### config.mk
export PLATFORM = sky130hd
export DESIGN_NAME = mux2_rr_arbiter_flat
export DESIGN_NICKNAME = d
export VERILOG_FILES = /design/src/rtl/mux2_rr_arbiter_if.sv /design/src/rtl/mux2_rr_arbiter.sv /design/src/flat_wrapper.sv
export SDC_FILE = /design/constraint.sdc
export NUM_CORES = 1
export LEC_CHECK = 0
export BUFFER_PORTS_ARGS = -buffer_cell sky130_fd_sc_hd__buf_2
export CAP_MARGIN = 20
export CELL_PAD_IN_SITES_DETAIL_PLACEMENT = 1
export CELL_PAD_IN_SITES_GLOBAL_PLACEMENT = 1
export CORE_ASPECT_RATIO = 0.8
export CORE_UTILIZATION = 47
export CTS_BUF_LIST = sky130_fd_sc_hd__clkbuf_4 sky130_fd_sc_hd__clkbuf_8
export DETAILED_ROUTE_END_ITERATION = 7
export GPL_ROUTABILITY_DRIVEN = 0
export GPL_TIMING_DRIVEN = 0
export PLACE_DENSITY_LB_ADDON = 0.12
export SLEW_MARGIN = 20
export SYNTH_ARGS = -nofsm -noshare
export SYNTH_HDL_FRONTEND = slang
export SYNTH_SLANG_ARGS = --single-unit
### constraint.sdc
create_clock -name clk -period 3.06 [get_ports clk]
set_clock_uncertainty 0.2 [all_clocks]
set_input_delay 0.306 -clock clk [delete_from_list [all_inputs] [get_ports clk]]
set_output_delay 0.306 -clock clk [all_outputs]
set_load 0.01 [all_outputs]
### src/rtl/mux2_rr_arbiter_if.sv
// Handshake bundle between two data sources, the arbiter and one consumer.
// Ports: x1/x2 (+_valid/_ready) source side, s/f/f_valid/f_ready consumer side.
// Modports: master = arbiter (drives readies, s, f, f_valid); slave = surrounding env.
interface mux2_rr_arbiter_if #(
   parameter int DW = 1
);
   logic [DW-1:0] x1;
   logic          x1_valid;
   logic          x1_ready;
   logic [DW-1:0] x2;
   logic          x2_valid;
   logic          x2_ready;
   logic          s;
   logic [DW-1:0] f;
   logic          f_valid;
   logic          f_ready;

   modport master (
      input  x1, x1_valid, x2, x2_valid, f_ready,
      output x1_ready, x2_ready, s, f, f_valid
   );

   modport slave (
      output x1, x1_valid, x2, x2_valid, f_ready,
      input  x1_ready, x2_ready, s, f, f_valid
   );
endinterface

### src/rtl/mux2_rr_arbiter.sv
// Round-robin 2:1 arbiter with burst limit; registered select s and data f.
// Latency: 1 cycle source transfer -> f_valid; one bubble when leaving IDLE.
// Backpressure: readies drop while f is held (f_valid && !f_ready).
// Ports: clk, rst_n (async active-low), bus (mux2_rr_arbiter_if.master).
// Optional macro MUX2_ARB_STATS_EN adds saturating transfer counters cnt1/cnt2.
module mux2_rr_arbiter #(
   parameter int DW       = 1,
   parameter int MAXBURST = 4
) (
   input  logic clk,
   input  logic rst_n,
   mux2_rr_arbiter_if.master bus
`ifdef MUX2_ARB_STATS_EN
   ,
   output logic [15:0] cnt1,
   output logic [15:0] cnt2
`endif
);

   typedef enum logic [1:0] {IDLE, GNT1, GNT2} state_t;

   localparam logic [3:0] MAXB = 4'(MAXBURST);

   state_t        state;
   logic          last;      // most recently granted source: 0 = x1, 1 = x2
   logic [3:0]    burst;
   logic [3:0]    burst_inc;
   logic          s_q;
   logic [DW-1:0] f_q;
   logic          f_valid_q;
   logic          out_free;
   logic          t1;
   logic          t2;

   // A new word may enter f when f is empty or is being drained this cycle.
   assign out_free     = !f_valid_q || bus.f_ready;
   assign bus.x1_ready = (state == GNT1) && out_free;
   assign bus.x2_ready = (state == GNT2) && out_free;
   assign t1           = bus.x1_valid && bus.x1_ready;
   assign t2           = bus.x2_valid && bus.x2_ready;
   assign burst_inc    = burst + 4'd1;

   assign bus.s       = s_q;
   assign bus.f       = f_q;
   assign bus.f_valid = f_valid_q;

   // Grant FSM; s is registered alongside the state so they change together.
   always_ff @(posedge clk or negedge rst_n) begin
      if (!rst_n) begin
         state <= IDLE;
         last  <= 1'b1;
         burst <= 4'd0;
         s_q   <= 1'b0;
      end else begin
         case (state)
            IDLE: begin
               burst <= 4'd0;
               // On a tie, the source not granted last time wins.
               if (bus.x1_valid && (!bus.x2_valid || last)) begin
                  state <= GNT1;
                  last  <= 1'b0;
                  s_q   <= 1'b0;
               end else if (bus.x2_valid) begin
                  state <= GNT2;
                  last  <= 1'b1;
                  s_q   <= 1'b1;
               end
            end
            GNT1: begin
               if (!bus.x1_valid) begin
                  burst <= 4'd0;
                  if (bus.x2_valid) begin
                     state <= GNT2;
                     last  <= 1'b1;
                     s_q   <= 1'b1;
                  end else begin
                     state <= IDLE;
                     s_q   <= 1'b0;
                  end
               end else if (t1) begin
                  if (burst_inc == MAXB) begin
                     // Burst exhausted: hand over only if x2 is waiting.
                     burst <= 4'd0;
                     if (bus.x2_valid) begin
                        state <= GNT2;
                        last  <= 1'b1;
                        s_q   <= 1'b1;
                     end
                  end else begin
                     burst <= burst_inc;
                  end
               end
            end
            GNT2: begin
               if (!bus.x2_valid) begin
                  burst <= 4'd0;
                  if (bus.x1_valid) begin
                     state <= GNT1;
                     last  <= 1'b0;
                     s_q   <= 1'b0;
                  end else begin
                     state <= IDLE;
                     s_q   <= 1'b0;
                  end
               end else if (t2) begin
                  if (burst_inc == MAXB) begin
                     burst <= 4'd0;
                     if (bus.x1_valid) begin
                        state <= GNT1;
                        last  <= 1'b0;
                        s_q   <= 1'b0;
                     end
                  end else begin
                     burst <= burst_inc;
                  end
               end
            end
            default: begin
               state <= IDLE;
               burst <= 4'd0;
               s_q   <= 1'b0;
            end
         endcase
      end
   end

   // Output register: a simultaneous drain and load keeps f_valid high.
   always_ff @(posedge clk or negedge rst_n) begin
      if (!rst_n) begin
         f_q       <= '0;
         f_valid_q <= 1'b0;
      end else if (t1 || t2) begin
         f_q       <= t1 ? bus.x1 : bus.x2;
         f_valid_q <= 1'b1;
      end else if (bus.f_ready) begin
         f_valid_q <= 1'b0;
      end
   end

`ifdef MUX2_ARB_STATS_EN
   always_ff @(posedge clk or negedge rst_n) begin
      if (!rst_n) begin
         cnt1 <= 16'd0;
         cnt2 <= 16'd0;
      end else begin
         if (t1 && (cnt1 != 16'hFFFF)) cnt1 <= cnt1 + 16'd1;
         if (t2 && (cnt2 != 16'hFFFF)) cnt2 <= cnt2 + 16'd1;
      end
   end
`endif

endmodule

### src/flat_wrapper.sv
// flat-port wrapper written by rule: the top's interface ports become plain ports
module mux2_rr_arbiter_flat 
#(
   parameter int DW       = 1,
   parameter int MAXBURST = 4
)
  (clk, rst_n, bus_x1, bus_x1_valid, bus_x2, bus_x2_valid, bus_f_ready, bus_x1_ready, bus_x2_ready, bus_s, bus_f, bus_f_valid);
  mux2_rr_arbiter_if #(.DW(DW)) bus_i ();
  input  logic clk;
  input  logic rst_n;
  input wire logic [$bits(bus_i.x1)-1:0] bus_x1;
  input wire logic [$bits(bus_i.x1_valid)-1:0] bus_x1_valid;
  input wire logic [$bits(bus_i.x2)-1:0] bus_x2;
  input wire logic [$bits(bus_i.x2_valid)-1:0] bus_x2_valid;
  input wire logic [$bits(bus_i.f_ready)-1:0] bus_f_ready;
  output wire logic [$bits(bus_i.x1_ready)-1:0] bus_x1_ready;
  output wire logic [$bits(bus_i.x2_ready)-1:0] bus_x2_ready;
  output wire logic [$bits(bus_i.s)-1:0] bus_s;
  output wire logic [$bits(bus_i.f)-1:0] bus_f;
  output wire logic [$bits(bus_i.f_valid)-1:0] bus_f_valid;
  assign bus_i.x1 = bus_x1;
  assign bus_i.x1_valid = bus_x1_valid;
  assign bus_i.x2 = bus_x2;
  assign bus_i.x2_valid = bus_x2_valid;
  assign bus_i.f_ready = bus_f_ready;
  assign bus_x1_ready = bus_i.x1_ready;
  assign bus_x2_ready = bus_i.x2_ready;
  assign bus_s = bus_i.s;
  assign bus_f = bus_i.f;
  assign bus_f_valid = bus_i.f_valid;
  mux2_rr_arbiter #(.DW(DW), .MAXBURST(MAXBURST)) u_core (.clk(clk), .rst_n(rst_n), .bus(bus_i));
endmodule
After elaboration in Yosys (flattened, before gate mapping)
Cells that the tools add are included.
{ "word_totals": {"reg_bits": 10, "latch_bits": 0, "ram_bits": 0, "rom_bits": 0, "in_bits": 7, "out_inout_bits": 5, "n_memories": 0} }
{ "op_classes": {"n_addsub": 1, "mul": 0, "div_mod_pow": 0, "magnitude_cmp": 0, "n_eq_ne": 8, "shift": 0, "muxes": 42, "bitwise_logic": 0, "n_reduce_logical": 16} }
{ "ops": {"columns": ["cell", "count"], "rows": [
  ["1-bit 2-to-1 mux", 23],
  ["2-bit 2-to-1 mux", 10],
  ["4-bit 2-to-1 mux", 5],
  ["5-bit AND reduction", 2],
  ["3-bit inequality test, second input constant", 3],
  ["4-bit case mux with 2 select lines", 1],
  ["3-bit by 2-bit inequality test with 1-bit output, second input constant", 2],
  ["1-bit case mux with 3 select lines", 2],
  ["2-bit case mux with 3 select lines", 1],
  ["1-bit logical AND", 5],
  ["4-bit by 1-bit adder with 4-bit output, second input constant", 1],
  ["4-bit by 3-bit == test with 1-bit output, second input constant", 1],
  ["1-bit logical OR", 3],
  ["3-bit nonzero test", 1],
  ["2-bit by 1-bit == test with 1-bit output, second input constant", 1],
  ["2-bit == test, second input constant", 1],
  ["1-bit zero test", 2],
  ["2-bit zero test", 1],
  ["2-bit AND reduction", 1],
  ["2-bit nonzero test", 1]
]} }

Longest topological paths before layout
{ "logic_depth": {"ltp_word": 7, "depth_mapped": 6} }

Worst setup path after synthesis
OpenSTA, ideal clock, no wires.
{ "synth_timing": {"path_kind": "register to register", "start": "reg u_core.burst[0]", "end": "reg u_core.burst[0]", "arrival_ns": 1.514, "required_time_ns": 2.794, "slack_ns": 1.281, "path_stages_with_launch": 6, "path_buffers": 0, "synth_period_minus_slack_ns": 1.779, "path_cell_list": "dfrtp_1 ha_1 and2b_1 a32o_1 a211oi_1 a31o_1"} }
{ "synth_between": {"elab_chain_cells": 6, "elab_cells_between_ends": 8, "cone_classes": "1 x add/sub; 1 x eq/ne; 6 x mux"} }
{ "synth_rtl": {"columns": ["element", "line_no", "source"], "rows": [
  ["start: declaration", "mux2_rr_arbiter.sv:26", "logic [3:0] burst;"],
  ["start signal: assignment", "mux2_rr_arbiter.sv:90", "burst <= burst_inc;"],
  ["start signal: assignment", "mux2_rr_arbiter.sv:114", "burst <= burst_inc;"],
  ["4-bit by 1-bit adder with 4-bit output *", "mux2_rr_arbiter.sv:41", "assign burst_inc = burst + 4'd1;"],
  ["4-bit by 3-bit == test with 1-bit output", "mux2_rr_arbiter.sv:81, mux2_rr_arbiter.sv:106", null],
  ["4-bit 2-to-1 mux *", "mux2_rr_arbiter.sv:81, mux2_rr_arbiter.sv:106", null],
  ["4-bit 2-to-1 mux, on equally long branches", "mux2_rr_arbiter.sv:105, mux2_rr_arbiter.sv:80", null],
  ["4-bit 2-to-1 mux, on equally long branches", "mux2_rr_arbiter.sv:95, mux2_rr_arbiter.sv:70", null],
  ["4-bit case mux with 2 select lines *", "mux2_rr_arbiter.sv:55", "case (state)"]
]} }
Every way passes the cells marked *; elsewhere a longest branch is shown, timed or not. The select of a mux whose other input is x is not followed.
A chain may end at the register's enable or synchronous reset.

Final worst setup path
{ "layout_timing": {"start": "reg u_core.burst[0]", "end": "reg u_core.s_q, in the netlist u_core.bus.s"} }
{ "layout_between": {"elab_chain_cells": 4, "elab_cells_between_ends": 5, "cone_classes": "1 x add/sub; 3 x eq/ne; 1 x reduce/logical"} }
{ "layout_rtl": {"columns": ["element", "line_no", "source"], "rows": [
  ["4-bit by 1-bit adder with 4-bit output *", "mux2_rr_arbiter.sv:41", null],
  ["4-bit by 3-bit == test with 1-bit output *", "mux2_rr_arbiter.sv:81, mux2_rr_arbiter.sv:106", null],
  ["3-bit inequality test (no line)", null, null],
  ["5-bit AND reduction (no line) *", null, null],
  ["end signal: assignment", "mux2_rr_arbiter.sv:78", "s_q <= 1'b0;"],
  ["end signal: assignment", "mux2_rr_arbiter.sv:87", "s_q <= 1'b1;"],
  ["end signal: assignment", "mux2_rr_arbiter.sv:111", "s_q <= 1'b0;"],
  ["end: declaration", "mux2_rr_arbiter.sv:28", "logic s_q;"]
]} }
Every way passes the cells marked *; elsewhere a longest branch is shown, timed or not.

==> impl_metrics.py <==
metrics = {
    "grt": {
        "grt-ovfl-total": 0,
        "grt_usage_pct": 28.8,
        "grt_first_pass_wirelength_um": 3550,
        "antenna_found_initial": 0,
        "first_global_vias": 752,
        "grt_max_degree": 11,
    },
    "die": {
        "die_area_um2": 1890,
        "start_util_pct": 54.2,
        "core_area_um2": 1490,
        "die_w_um": 48.3,
        "die_height_um": 39.0,
        "ios": 12,
        "row_count": 12,
    },
    "hold_path": {
        "whs_path_depth": 4,
        "hp-class": "in -> reg",
        "hold_end": "u_core.burst[1]",
        "hold_start": "bus_f_ready",
    },
    "clocking": {
        "tritoncts": "done",
        "cts-root-buf": "clkbuf_4",
        "cts_buffers": 3,
        "postCtsSetupBuffers": 0,
        "h-tree-depth": 1,
        "clock-sinks": 10,
        "clock_path_buffers": 2,
        "path_clk_slew_ns": 0.07,
        "clk_latency_ns": 0.28,
    },
    "setup_path": {
        "ff2ff_path_depth": 5,
        "crit_arrival_ns": 2.09,
        "r2r-end": "u_core.bus.s",
        "path_cells": "ha_1, and2b_1, a32oi_2, o21ai_1, a221oi_1",
        "startpoint_type": "register",
        "reg2reg_slack_ns": 0.94,
        "endpoint_kind": "register",
        "cp_slowest_cell": "dfrtp_1",
        "cp.required_ns": 3.03,
        "rr_startpoint": "u_core.burst[0]",
        "max_stage_delay_ns": 0.53,
        "criticalPathCategory": "reg -> reg",
        "critPathMaxFanout": 9,
    },
    "cells_and_area": {
        "post-route-util_pct": 62.5,
        "diodes": 0,
        "nNetsFinal": 121,
        "drive_gt1_share_pct": 20.6,
        "areaGrowthSynthToFinish_pct": 15.2,
    },
    "yosys": {
        "syn_avg_cell_area_um2": 8.76,
        "postSynthCellCount": 92,
        "async_reset_ff_share_pct": 100,
        "synthesis.area_um2": 806,
        "synth_ff_type": "dfrtp_1",
        "synth_edf_count": 0,
        "synth_warnings": 0,
        "synth-seq-cells": 10,
        "synth_nets": 105,
        "yosysSeqAreaShare_pct": 31.2,
        "synth_area_leaders": "dfrtp_1, ha_1, a21oi_1, dfstp_2, nand2_1",
        "synth_top_area_cell": "dfrtp_1",
        "synth_top_area_share_pct": 28.0,
        "synth.distinct_cells": 40,
    },
    "timing": {
        "tns_ns": 0,
        "worst_slew_pin_slew_ns": 0.419,
        "fmax_mhz": 472,
        "period_needed_ns": 2.12,
        "setup_slack_ns": 0.942,
        "hold_viol": 0,
        "min_period_over_period_pct": 69.2,
        "slew_headroom_pct": 72.1,
        "setup_viol": 0,
        "slew_viol_final": 0,
        "rsz0062_at_grt": "false",
    },
    "run_status": {
        "status": "finished, final reports clean",
    },
    "routing": {
        "topRoutingLayerUsed": "met4",
        "routedWlPerCell_um": 17.6,
        "ant_nets": 0,
        "vias_per_cell": 6.58,
        "vias": 842,
        "met3_wirelength_um": 132,
        "drt_pass1_iterations": 4,
        "drcViolationCount": 0,
        "wl_um": 2250,
        "wl_met2_um": 974,
        "m1WireLength_um": 1110,
        "drt_iter0_drc": 27,
    },
    "power_and_ir_drop": {
        "power.leakage_nw": 0.428,
        "p_per_area_nw_per_um2": 811,
        "irDropWorstVdd_mv": 0.613,
        "finalPower_w": 0.000753,
    },
    "run": {
        "drv_cap": 0,
    },
    "placement": {
        "io_buffers": 10,
        "pre_cts_ws_ns": 0.977,
        "dp_hpwl_um": 1650,
    },
}
-- cell families after synthesis --
| logic type | Yosys count | share of synthesized area, % |
|---|---|---|
| compound gates | 33 | 31.5 |
| simple gates | 33 | 21.3 |
| flops | 10 | 31.2 |
| buf+inv | 8 | 4.19 |
| fa+ha+maj | 6 | 9.32 |
| mux | 2 | 2.48 |
-- per-stage QoR --
stage               hold WS (ns)  std cells  cell area, um^2
finish                     0.150        128              928
global route               0.148        128              928
CTS                        0.135        128              928
detailed placement       -0.0206        123              882
global placement         -0.0207        123              882
floorplan                 -0.190         92              806
-- layout by cell type, fill, tap and decap left out, drive strengths merged, types with 2 or more instances in the layout --
master	count
buf	13
o22ai	2
o211ai	2
a31oi	2
dfrtp	9
inv	5
mux2i	2
nand2	7
nand3	5
and2	3
a21oi	9
and2b	2
clkbuf	4
nand2b	2
a221oi	2
and3	2
nor2	7
ha	6
-- sequential cells by signal, summed over array words and instances (netlist names) --
signal	flops
u_core.state	2
u_core.bus.f_valid	1
u_core.burst	4
u_core.last	1
u_core.bus.f	1
u_core.bus.s	1
-- cell type report --
type / count / area, um^2
Fill cell: 175 / 558
Multi-Input combinational cell: 74 / 520
Sequential cell: 10 / 251
Timing Repair Buffer: 11 / 60.1
Clock buffer: 4 / 36.3
Tap cell: 21 / 26.3
Inverter: 5 / 18.8
Buffer: 3 / 15.0
-- synthesized netlist by cell type (3+ instances only) --
library cell  n
a21oi_1       9
dfrtp_1       9
nand2_1       7
nor2_1        7
ha_1          6
inv_1         5
nand3_1       5
and2_1        3
buf_2         3
-- power by group --
group | leakage, nW | internal, W | total [W] | switching, W
clock network | 0.0210 | 0.0000725 | 0.000127 | 0.0000544
registers | 0.128 | 0.000180 | 0.000223 | 0.0000431
logic | 0.279 | 0.000172 | 0.000403 | 0.000231
total | 0.428 | 0.000425 | 0.000753 | 0.000328
-- critical path: cells and delay by family (launching register included) --
kind                       cells  cell delay, ns
adders and majority gates      1            0.34
DFF                            1            0.53
and+or+nand+nor                1            0.25
AOI/OAI and AO/OA              3            0.70
-- metal layers --
layer / global-route usage (%) / vias up
met5: 0 / -
met1: 41.0 / 422
met3: 6.07 / 4
met4: 8.33 / 0
li1: - / 378
met2: 43.0 / 38
-- worst max path at each step --
| stage | startpoint | cells after the start | end |
|---|---|---|---|
| 3_5_place_dp | u_core.burst[0] | 5 | u_core.bus.s |
| 3_3_place_gp | u_core.burst[0] | 5 | u_core.burst[0] |
| 4_1_cts | u_core.burst[0] | 5 | u_core.bus.s |
| 2_1_floorplan | u_core.burst[0] | 5 | u_core.burst[0] |
| 5_1_grt | u_core.burst[0] | 5 | u_core.bus.s |
| 6_report | u_core.burst[0] | 5 | u_core.bus.s |
-- repair_timing --
| action | in CTS | in global routing |
|---|---|---|
| hold endpoints to repair | 10 | 0 |
| hold buffers | 1 | 0 |
| endpoints found under the setup margin | 0 | 0 |
| resized for setup | 0 | 0 |
(Power assumes the default switching activity.)
